==> config.mk <==
export PLATFORM = sky130hd
export DESIGN_NAME = arc4_ksa_flat
export DESIGN_NICKNAME = d
export VERILOG_FILES = /design/src/rtl/arc4_ksa_if.sv /design/src/rtl/arc4_ksa.sv /design/src/flat_wrapper.sv
export SDC_FILE = /design/constraint.sdc
export NUM_CORES = 1
export LEC_CHECK = 0
export ABC_AREA = 1
export CORE_MARGIN = 5
export CORE_UTILIZATION = 59
export CTS_BUF_LIST = sky130_fd_sc_hd__clkbuf_8
export CTS_CLUSTER_DIAMETER = 100
export DETAILED_ROUTE_END_ITERATION = 16
export PLACE_DENSITY = 0.89
export RECOVER_POWER = 50
export SLEW_MARGIN = 20
export SYNTH_ARGS = -nofsm -noshare
export SYNTH_HDL_FRONTEND = slang
export SYNTH_SLANG_ARGS = --single-unit
==> constraint.sdc <==
create_clock -name clk -period 7.2 [get_ports clk]
set_input_delay 1.08 -clock clk [delete_from_list [all_inputs] [get_ports clk]]
set_output_delay 1.08 -clock clk [all_outputs]
set_load 0.05 [all_outputs]
==> src/rtl/arc4_ksa_if.sv <==
// arc4_ksa_if: rdy/en handshake, key and single-port S-memory signals for arc4_ksa
interface arc4_ksa_if #(parameter int ADDR_W = 8, parameter int DATA_W = ADDR_W, parameter int KEY_BYTES = 3);
  logic en;
  logic rdy;
  logic [KEY_BYTES*DATA_W-1:0] key;
  logic [ADDR_W-1:0] addr;
  logic [DATA_W-1:0] wrdata;
  logic wren;
  logic [DATA_W-1:0] rddata;
  modport master (input en, key, rddata, output rdy, addr, wrdata, wren);
  modport slave (output en, key, rddata, input rdy, addr, wrdata, wren);
endinterface

==> src/rtl/arc4_ksa.sv <==
// arc4_ksa: ARC4 S-array init and key schedule over a single-port synchronous S-memory.
// Define ARC4_KSA_INIT_EN to include the s[i]=i init phase; otherwise the memory must be preloaded.
module arc4_ksa #(parameter int ADDR_W = 8, parameter int DATA_W = ADDR_W, parameter int KEY_BYTES = 3) (
  input logic clk,
  input logic rst_n,
  arc4_ksa_if.master bus
);
  localparam int KW = KEY_BYTES > 1 ? $clog2(KEY_BYTES) : 1;
  localparam logic [ADDR_W-1:0] LAST = '1;
  localparam logic [KW-1:0] K_LAST = KW'(KEY_BYTES - 1);
  typedef enum logic [2:0] {IDLE, INIT, KSA_RD_I, KSA_RD_J, KSA_WR_I, KSA_WR_J} state_t;
`ifdef ARC4_KSA_INIT_EN
  localparam state_t START = INIT;
`else
  localparam state_t START = KSA_RD_I;
`endif
  state_t state;
  logic [ADDR_W-1:0] i, j, jn;
  logic [DATA_W-1:0] si;
  logic [KW-1:0] k;
  logic [KEY_BYTES*DATA_W-1:0] key_r;
  logic [DATA_W-1:0] unit [KEY_BYTES];
  for (genvar g = 0; g < KEY_BYTES; g++) begin : g_unit
    assign unit[g] = key_r[(KEY_BYTES-1-g)*DATA_W +: DATA_W];
  end
  // rddata holds s[i] in KSA_RD_J, so the j address is formed in the same cycle
  assign jn = j + bus.rddata + unit[k];
  always_ff @(posedge clk or negedge rst_n)
    if (!rst_n) begin
      state <= IDLE;
      i <= '0;
      j <= '0;
      k <= '0;
      si <= '0;
      key_r <= '0;
    end else
      case (state)
        IDLE: if (bus.en) begin
          key_r <= bus.key;
          i <= '0;
          j <= '0;
          k <= '0;
          state <= START;
        end
`ifdef ARC4_KSA_INIT_EN
        INIT: begin
          i <= i + 1'b1;
          state <= i == LAST ? KSA_RD_I : INIT;
        end
`endif
        KSA_RD_I: state <= KSA_RD_J;
        KSA_RD_J: begin
          si <= bus.rddata;
          j <= jn;
          state <= KSA_WR_I;
        end
        KSA_WR_I: state <= KSA_WR_J;
        KSA_WR_J: begin
          i <= i + 1'b1;
          k <= k == K_LAST ? '0 : k + 1'b1;
          state <= i == LAST ? IDLE : KSA_RD_I;
        end
        default: state <= IDLE;
      endcase
  always_comb begin
    bus.rdy = state == IDLE;
    bus.wren = state == INIT || state == KSA_WR_I || state == KSA_WR_J;
    bus.addr = state == KSA_RD_J ? jn : state == KSA_WR_J ? j : i;
    bus.wrdata = state == INIT ? i : state == KSA_WR_I ? bus.rddata : state == KSA_WR_J ? si : '0;
  end
endmodule

==> src/flat_wrapper.sv <==
// flat-port wrapper written by rule: the top's interface ports become plain ports
module arc4_ksa_flat 
#(parameter int ADDR_W = 8, parameter int DATA_W = ADDR_W, parameter int KEY_BYTES = 3)
  (clk, rst_n, bus_en, bus_key, bus_rddata, bus_rdy, bus_addr, bus_wrdata, bus_wren);
  arc4_ksa_if #(.ADDR_W(ADDR_W), .DATA_W(DATA_W), .KEY_BYTES(KEY_BYTES)) bus_i ();
  input logic clk;
  input logic rst_n;
  input wire logic [$bits(bus_i.en)-1:0] bus_en;
  input wire logic [$bits(bus_i.key)-1:0] bus_key;
  input wire logic [$bits(bus_i.rddata)-1:0] bus_rddata;
  output wire logic [$bits(bus_i.rdy)-1:0] bus_rdy;
  output wire logic [$bits(bus_i.addr)-1:0] bus_addr;
  output wire logic [$bits(bus_i.wrdata)-1:0] bus_wrdata;
  output wire logic [$bits(bus_i.wren)-1:0] bus_wren;
  assign bus_i.en = bus_en;
  assign bus_i.key = bus_key;
  assign bus_i.rddata = bus_rddata;
  assign bus_rdy = bus_i.rdy;
  assign bus_addr = bus_i.addr;
  assign bus_wrdata = bus_i.wrdata;
  assign bus_wren = bus_i.wren;
  arc4_ksa #(.ADDR_W(ADDR_W), .DATA_W(DATA_W), .KEY_BYTES(KEY_BYTES)) u_core (.clk(clk), .rst_n(rst_n), .bus(bus_i));
endmodule
# ---- After elaboration in Yosys (flattened, before gate mapping)
# Cells that the tools add are included.
dict set report word_totals {
  reg_bits 53
}
dict set report op_classes {
  n_mux 17
  n_eq_ne 8
  n_reduce_logical 8
  bitwise 1
  n_addsub 4
  n_lt_le_gt_ge 1
}
# op count
set ops {}
lappend ops {{$mux 8} 8}
lappend ops {{$pmux 8 s2} 2}
lappend ops {{$add 8x8->8} 2}
lappend ops {{$bmux 8 s2} 1}
lappend ops {{$pmux 3 s5} 1}
lappend ops {{$add 8x1->8 const B} 1}
lappend ops {{$eq 8x8->1 const B} 1}
lappend ops {{$eq 3x2->1 const B} 2}
lappend ops {{$eq 3x3->1 const B} 2}
lappend ops {{$mux 2} 3}
lappend ops {{$reduce_and 2->1} 3}
lappend ops {{$pmux 2 s2} 1}
lappend ops {{$reduce_bool 2->1} 2}
lappend ops {{$eq 3x1->1 const B} 1}
lappend ops {{$ge 3x3->1 const B} 1}
lappend ops {{$logic_not 3->1} 1}
lappend ops {{$mux 3} 1}
lappend ops {{$not 2->3} 1}
lappend ops {{$add 2x1->2 const B} 1}
lappend ops {{$eq 2x2->1 const B} 1}
lappend ops {{$logic_or 1x1->1} 2}
lappend ops {{$ne 2x2->1 const B} 1}

# ---- Longest topological paths before layout
# Gate-level depths: netlist of run 1.
dict set report logic_depth {
  depth_word 6
  ltp_mapped 16
  ltp_nobuf 16
}

# ---- Least setup slack after synthesis of run 1
# Ideal clock, no wire load.
dict set report synth_path {
  path_type {input port to output port}
  start {input port bus_rddata[1]}
  end {output port bus_addr[5]}
  slack_ns 3.030
  t_arrival_ns 3.090
  t_required_ns 6.120
  stages 10
  path_cell_list {fa_1 ha_1 inv_1 fa_1 inv_1 nand3_1 nand3_1 a21oi_1 o21ai_1 o21ai_0}
}
dict set report synth_via {
  elab_chain_cells 3
}
# item line_no
set synth_rtl {}
lappend synth_rtl {{start: declaration} flat_wrapper.sv:10} ;# input wire logic [$bits(bus_i.rddata)-1:0] bus_rddata;
lappend synth_rtl {{$add 8x8->8 (2 in series)} arc4_ksa.sv:27} ;# assign jn = j + bus.rddata + unit[k];
lappend synth_rtl {{$mux 8} arc4_ksa.sv:68} ;# bus.addr = state == KSA_RD_J ? jn : state == KSA_WR_J ? j : i;
lappend synth_rtl {{end: declaration} flat_wrapper.sv:12} ;# output wire logic [$bits(bus_i.addr)-1:0] bus_addr;
# No other way between the ends.

# ---- Worst setup path in the final report of run 1
dict set report layout_path {
  start {register u_core.state[1]}
  end {output port bus_addr[5]}
}
dict set report layout_via {
  elab_chain_cells 3
  word_cells_on_any_way 4
  classes_between {2 x eq/ne; 2 x mux}
}
# item line_no
set layout_rtl {}
lappend layout_rtl {{start: declaration} arc4_ksa.sv:17} ;# state_t state;
lappend layout_rtl {{start signal: assignment} arc4_ksa.sv:61} ;# state <= i == LAST ? IDLE : KSA_RD_I;
lappend layout_rtl {{$eq 3x3->1} arc4_ksa.sv:68}
lappend layout_rtl {{$mux 8} arc4_ksa.sv:68}
lappend layout_rtl {{$mux 8 (*)} arc4_ksa.sv:68}
# Mark *: on every way between the ends. The rest lies on a longest branch, timed or not.

==> results.sh, run 1 <==
export IMPL_status="finished with violations"
export IMPL_violations="capacitance limit, slew limit"
export IMPL_numPortBuffers=52
export IMPL_postRouteWirelength_mm=7.10
export IMPL_floorplan_core_area_sq_um=5070
export IMPL_std_cell_rows=26
export IMPL_worstPathBufferInverterCount=3
export IMPL_grt_setup_unrepaired="no"
export IMPL_totalPowerFinal_mw=1.23
export IMPL_p_leak_nw=1.84
export IMPL_numClockSinks=53
export IMPL_first_global_vias=2689
export IMPL_yosys_warnings=0
export IMPL_synthCells=391
export IMPL_cp_start_kind="register"
export IMPL_critical_path_cell_chain="inv_1, nor3_1, inv_1, a21oi_1, o21ai_1, o21ai_0, clkdlybuf4s50_1"
export IMPL_pin_count=53
export IMPL_synth_area_per_cell_sq_um=7.83
export IMPL_cp_data_required_time_ns=6.12
export IMPL_dp_worst_setup_slack_ns=2.00
export IMPL_worst_path_max_fanout=26
export IMPL_simple_gate_portion_of_the_synthesized_area_pct=28.6
export IMPL_first_pass_iters=4
export IMPL_report_final_slew_viol_count=70
export IMPL_grt_start_max_net_pins=54
export IMPL_ant_nets=0
export IMPL_grt_usage_pct=23.3
export IMPL_peakVddDrop_v=0.000229
export IMPL_timing_setup_critical_path_class="register to output port"
export IMPL_critPathArrivalTime_ns=4.37
export IMPL_final_core_util_pct=72.5
export IMPL_yosys_area_share_xor_xnor_pct=0.572
export IMPL_layout_cells_most_common="nand2_1"
export IMPL_yosys_area_top_type="dfrtp_1"
export IMPL_cts_max_path_buffers=2
export IMPL_routedWlPerCell_microns=13.9
export IMPL_overall_via_count_from_detail_route=2733
export IMPL_max_cap_violations=2
export IMPL_clock_tree_htree_level_count=2
export IMPL_syn_nets=441
export IMPL_timing_hold_violations_final=0
export IMPL_synth_area_top_cells="dfrtp_1, nand2_1, fa_1, inv_1, nand3_1"
export IMPL_worst_hold_startpoint="u_core.key_r[15]"
export IMPL_tritoncts_clock_tree="done"
export IMPL_ys_ff_latch=53
export IMPL_synth_fa_ha_area_share_pct=8.09
export IMPL_crit_reg2reg_launch="u_core.state[1]"
export IMPL_fin_worst_skew_ns=0.00675
export IMPL_synth_async_sr_flop_share_pct=100
export IMPL_cp_startpoint="u_core.state[1]"
export IMPL_width_of_the_die_microns=82.0
export IMPL_finish_instance_area_sq_um=3680
export IMPL_complex_gate_fraction_of_the_synthesized_area_pct=10.5
export IMPL_cts_resized=0
export IMPL_post_route_cells_drive_above_1_share_pct=3.85
export IMPL_cts_inserted_buffers=5
export IMPL_cts_setup_buffers=0
export IMPL_placed_cells_incl_taps=503
export IMPL_netlist_area_leader_share_pct=43.3
export IMPL_crit_family="buffers and inverters"
export IMPL_min_delay_path_class="register to register"
export IMPL_finish_net_count=490
export IMPL_worst_skew_pair_late_latency_ns=0.31
export IMPL_drt_drc_violations_left=0
export IMPL_dpl_hpwl_mm=5.10
export IMPL_fmax_mhz=183
export IMPL_critPathMaxStageDelay_ns=1.26
export IMPL_antennaDiodeCount=0
export IMPL_power_per_cell_area_nw_per_um2=335
export IMPL_grt_pass1_wl_mm=12.0
export IMPL_route_detailed_vias_per_inst=5.35
export IMPL_ys_types=28
export IMPL_antenna_found_initial=0
export IMPL_total_of_endpoints_with_negative_setup_slack_in_the_final_report=0
export IMPL_gr_total_overflow=0
export IMPL_clk_transition_reported_paths_ns=0.09
export IMPL_post_dp_cell_area_sq_um=3580
export IMPL_hold_buffers=0
export IMPL_most_frequent_cells_in_the_layout="nand2_1, dfrtp_1, clkdlybuf4s50_1"
export IMPL_timing_hold_ws_ns=0.477
export IMPL_post_layout_nonfiller_instances=511
export IMPL_synth_yosys_seq_area_share_pct=43.3
export IMPL_synth_top_family_by_area="simple AND/OR/NAND/NOR gates"
export IMPL_critPathMostFrequentCell="inv_1"
export IMPL_min_period_over_period_pct=75.7
export IMPL_synth_edff_count=0
export IMPL_place_congestion=0.867
export IMPL_drt_first_iter_violations=204
export IMPL_tightestPinTransition_ns=2.86
export IMPL_floorplan_die_area_sq_um=6730
export IMPL_share_of_synthesized_area_spent_on_multiplexers_pct=0.327
export IMPL_max_slew_margin_pct=-90.9
export IMPL_area_growth_pct=20.2
export IMPL_critPathSlowestCell="nor3_1"
export IMPL_critPathCaptureType="output port"
export IMPL_die_height_microns=82.0
export IMPL_starting_density_of_the_core_pct=60.3
export IMPL_final_min_clock_period_ns=5.45
export IMPL_clk_root_buffer_cell="clkbuf_8"
export IMPL_finalWorstSetupSlack_ns=1.75
export IMPL_synth_area_sq_um=3060
export IMPL_fin_tns_setup_ns=0
export IMPL_yosys_most_used_dff="dfrtp_1"
==> flip-flops by register name (all words and copies together) (netlist names) <==
register / count
u_core.key_r: 24
u_core.i: 8
u_core.j: 8
u_core.si: 8
u_core.state: 3
u_core.k: 2
==> power breakdown <==
part | switching [mW] | internal [mW]
clock network | 0.0979 | 0.112
logic | 0.427 | 0.233
registers | 0.0284 | 0.333
==> cells by family (layout without fill, tap and decap cells) <==
family	Yosys count	in the layout
AO/OA/AOI/OAI	57	57
XOR/XNOR	2	2
adder cells (fa/ha/maj)	15	15
buffers and inverters	56	106
flip-flops	53	53
multiplexers	1	1
AND/OR/NAND/NOR	207	207
==> per-layer routing <==
metal | track usage, % | vias to the layer above | share of wire, %
met1 | 28.9 | 1273 | 43
met2 | 40.1 | 97 | 49
met3 | 3.51 | 18 | 5.5
met5 | 0 | - | 0
met4 | 10.1 | 0 | 2.2
li1 | - | 1345 | -
==> cells in the mapped netlist, types with 2 or more instances <==
master / instances
a21oi_1: 10
buf_2: 3
buf_4: 3
buf_6: 5
dfrtp_1: 53
fa_1: 8
ha_1: 7
inv_1: 38
inv_2: 6
nand2_1: 159
nand2_2: 2
nand3_1: 28
nand4_1: 4
nor2_1: 8
nor2_4: 2
o21ai_0: 24
o21ai_1: 12
o221ai_1: 8
xnor2_1: 2
==> worst paths after layout <==
check | endpoint | slack, ns | cells past startpoint
max | bus_addr[5] | 1.75 | 7
min | u_core.key_r[15] | 0.48 | 2
max reg2reg | u_core.j[5] | 3.96 | 6
min reg2reg | u_core.key_r[15] | 0.48 | 2
max in group asynchronous | u_core.j[1] | 3.80 | 2
min in group asynchronous | u_core.si[0] | 1.76 | 2
==> worst reg2reg max path, stage by stage (launching register included) <==
cell and delay [ns]:
dfrtp_1 0.42, inv_1 0.09, nor3_1 1.26, inv_1 0.89
a21oi_1 0.33, o21ai_1 0.11, nand2_1 0.07
==> area by class of cell <==
cell class                      count  area (sq um)
Fill cell                         433          1400
Inverter                           45           169
Sequential cell                    53          1330
Clock buffer                        6          82.6
Tap cell                           70          87.6
Multi-Input combinational cell    282          1460
Timing Repair Buffer               53           519
Clock inverter                      2          33.8
No activity file was read; power rests on OpenSTA's default activity.
==> run 2, diff against run 1 <==
Settings changed: CORE_UTILIZATION 59 to 50, PLACE_DENSITY 0.89 to 0.8.
Clock period 7.2 ns to 4.78 ns, I/O delays scaled along.
==> results.sh, run 2 (same netlist as run 1, synthesis figures left out) <==
export IMPL_status="finished with violations"
export IMPL_violations="capacitance limit, slew limit"
export IMPL_fin_worst_skew_ns=0.00768
export IMPL_floorplan_die_area_sq_um=7790
export IMPL_pin_count=53
export IMPL_grt_pass1_wl_mm=12.0
export IMPL_clk_root_buffer_cell="clkbuf_8"
export IMPL_grt_usage_pct=19.7
export IMPL_routedWlPerCell_microns=13.6
export IMPL_antenna_found_initial=0
export IMPL_cts_max_path_buffers=2
export IMPL_grt_busiest_layer="met2"
export IMPL_critPathCaptureType="output port"
export IMPL_power_per_cell_area_nw_per_um2=498
export IMPL_antennaDiodeCount=0
export IMPL_hold_buffers=0
export IMPL_tightestPinTransition_ns=2.88
export IMPL_clock_tree_htree_level_count=2
export IMPL_post_route_cells_drive_above_1_share_pct=4.75
export IMPL_layout_cells_most_common="nand2_1"
export IMPL_met3_track_utilization_from_global_routing_pct=4.38
export IMPL_fin_tns_setup_ns=0
export IMPL_cp_start_kind="register"
export IMPL_postRouteWirelength_mm=7.04
export IMPL_flip_flop_count_of_the_largest_register_all_copies_and_words_added=24
export IMPL_grt_use_met1_pct=25.7
export IMPL_max_slew_margin_pct=-91.9
export IMPL_gr_total_overflow=0
export IMPL_cp_data_required_time_ns=4.06
export IMPL_p_leak_nw=1.86
export IMPL_largest_register="u_core.key_r"
export IMPL_floorplan_core_area_sq_um=5920
export IMPL_final_min_clock_period_ns=4.40
export IMPL_most_frequent_cells_in_the_layout="nand2_1, dfrtp_1, clkdlybuf4s50_1"
export IMPL_peakVddDrop_v=0.000383
export IMPL_grt_setup_unrepaired="no"
export IMPL_numClockSinks=53
export IMPL_std_cell_rows=28
export IMPL_report_final_slew_viol_count=54
export IMPL_min_delay_path_class="register to register"
export IMPL_place_congestion=0.843
export IMPL_max_cap_violations=1
export IMPL_clk_transition_reported_paths_ns=0.09
export IMPL_total_of_endpoints_with_negative_setup_slack_in_the_final_report=0
export IMPL_first_global_vias=2641
export IMPL_first_pass_iters=4
export IMPL_min_period_over_period_pct=92.1
export IMPL_setup_reg_to_reg_worst_slack_ns=1.89
export IMPL_width_of_the_die_microns=88.2
export IMPL_worst_skew_pair_late_latency_ns=0.31
export IMPL_cts_inserted_buffers=5
export IMPL_fmax_mhz=227
export IMPL_timing_hold_ws_ns=0.476
export IMPL_drt_drc_violations_left=0
export IMPL_overall_via_count_from_detail_route=2706
export IMPL_area_growth_pct=21.1
export IMPL_grt_met2_usage_pct=33.7
export IMPL_dpl_hpwl_mm=5.17
export IMPL_grt_start_max_net_pins=54
export IMPL_totalPowerFinal_mw=1.85
export IMPL_route_detailed_vias_per_inst=5.23
export IMPL_numPortBuffers=52
export IMPL_ant_nets=0
export IMPL_tritoncts_clock_tree="done"
export IMPL_die_height_microns=88.2
export IMPL_worst_path_max_fanout=6
export IMPL_critPathArrivalTime_ns=3.68
export IMPL_timing_setup_critical_path_class="register to output port"
export IMPL_drt_first_iter_violations=231
export IMPL_finish_net_count=491
export IMPL_starting_density_of_the_core_pct=51.7
export IMPL_timing_hold_violations_final=0
[run 2: worst paths after layout]
| path | start | endpoint | depth (start not counted) |
|---|---|---|---|
| worst max-delay path | u_core.k[0] | bus_addr[4] | 12 |
| worst min-delay path | u_core.key_r[17] | u_core.key_r[17] | 2 |
| worst max register to register | u_core.k[0] | u_core.j[6] | 14 |
| worst min register to register | u_core.key_r[17] | u_core.key_r[17] | 2 |
| max in group asynchronous | rst_n | u_core.key_r[8] | 2 |
| min in group asynchronous | rst_n | u_core.si[2] | 2 |
[run 2: timing repair]
action / CTS / global route
gates resized for setup: 0 / 2
setup buffers: 0 / 0
endpoints found under the setup margin: 0 / 2
[run 2: area by class of cell]
class	instances	area (sq um)
Sequential cell	53	1330
Tap cell	75	93.8
Inverter	45	169
Fill cell	530	2210
Clock inverter	2	33.8
Clock buffer	6	82.6
Timing Repair Buffer	54	529
Multi-Input combinational cell	282	1470
[run 2: metrics by stage]
| stage | cells | cell area (sq um) | setup slack, ns | utilization [%] |
|---|---|---|---|---|
| after floorplan | 391 | 3060 | 1.14 | - |
| after global placement | 509 | 3590 | 0.401 | 60.6 |
| after detailed placement | 509 | 3590 | 0.355 | 60.6 |
| after CTS | 517 | 3700 | 0.218 | 62.6 |
| after global routing | 517 | 3710 | 0.202 | 62.6 |
| final | 517 | 3710 | 0.379 | 62.6 |
[run 2: power by group]
| part | internal [mW] | switching, mW | leakage, nW |
|---|---|---|---|
| Clock | 0.169 | 0.145 | 0.0626 |
| Sequential | 0.502 | 0.0411 | 0.647 |
| Combinational | 0.345 | 0.642 | 1.15 |
| Total | 1.02 | 0.829 | 1.86 |
[run 2: worst max-delay path, cell delays in order (launching register included)]
cell and delay, ns:
dfrtp_1 0.48, inv_1 0.09, nor2_1 0.33, nand2_1 0.09, nand3_1 0.11, fa_1 0.42, ha_1 0.41, a21o_1 0.20
nor2_1 0.12, xnor2_1 0.13, nand2_1 0.09, nand2_1 0.11, clkdlybuf4s50_1 0.80
[run 2: layer usage]
layer | vias up | wire, microns
met5 | - | 0
met1 | 1267 | 3030
li1 | 1343 | -
met2 | 88 | 3450
met4 | 0 | 80
met3 | 8 | 481
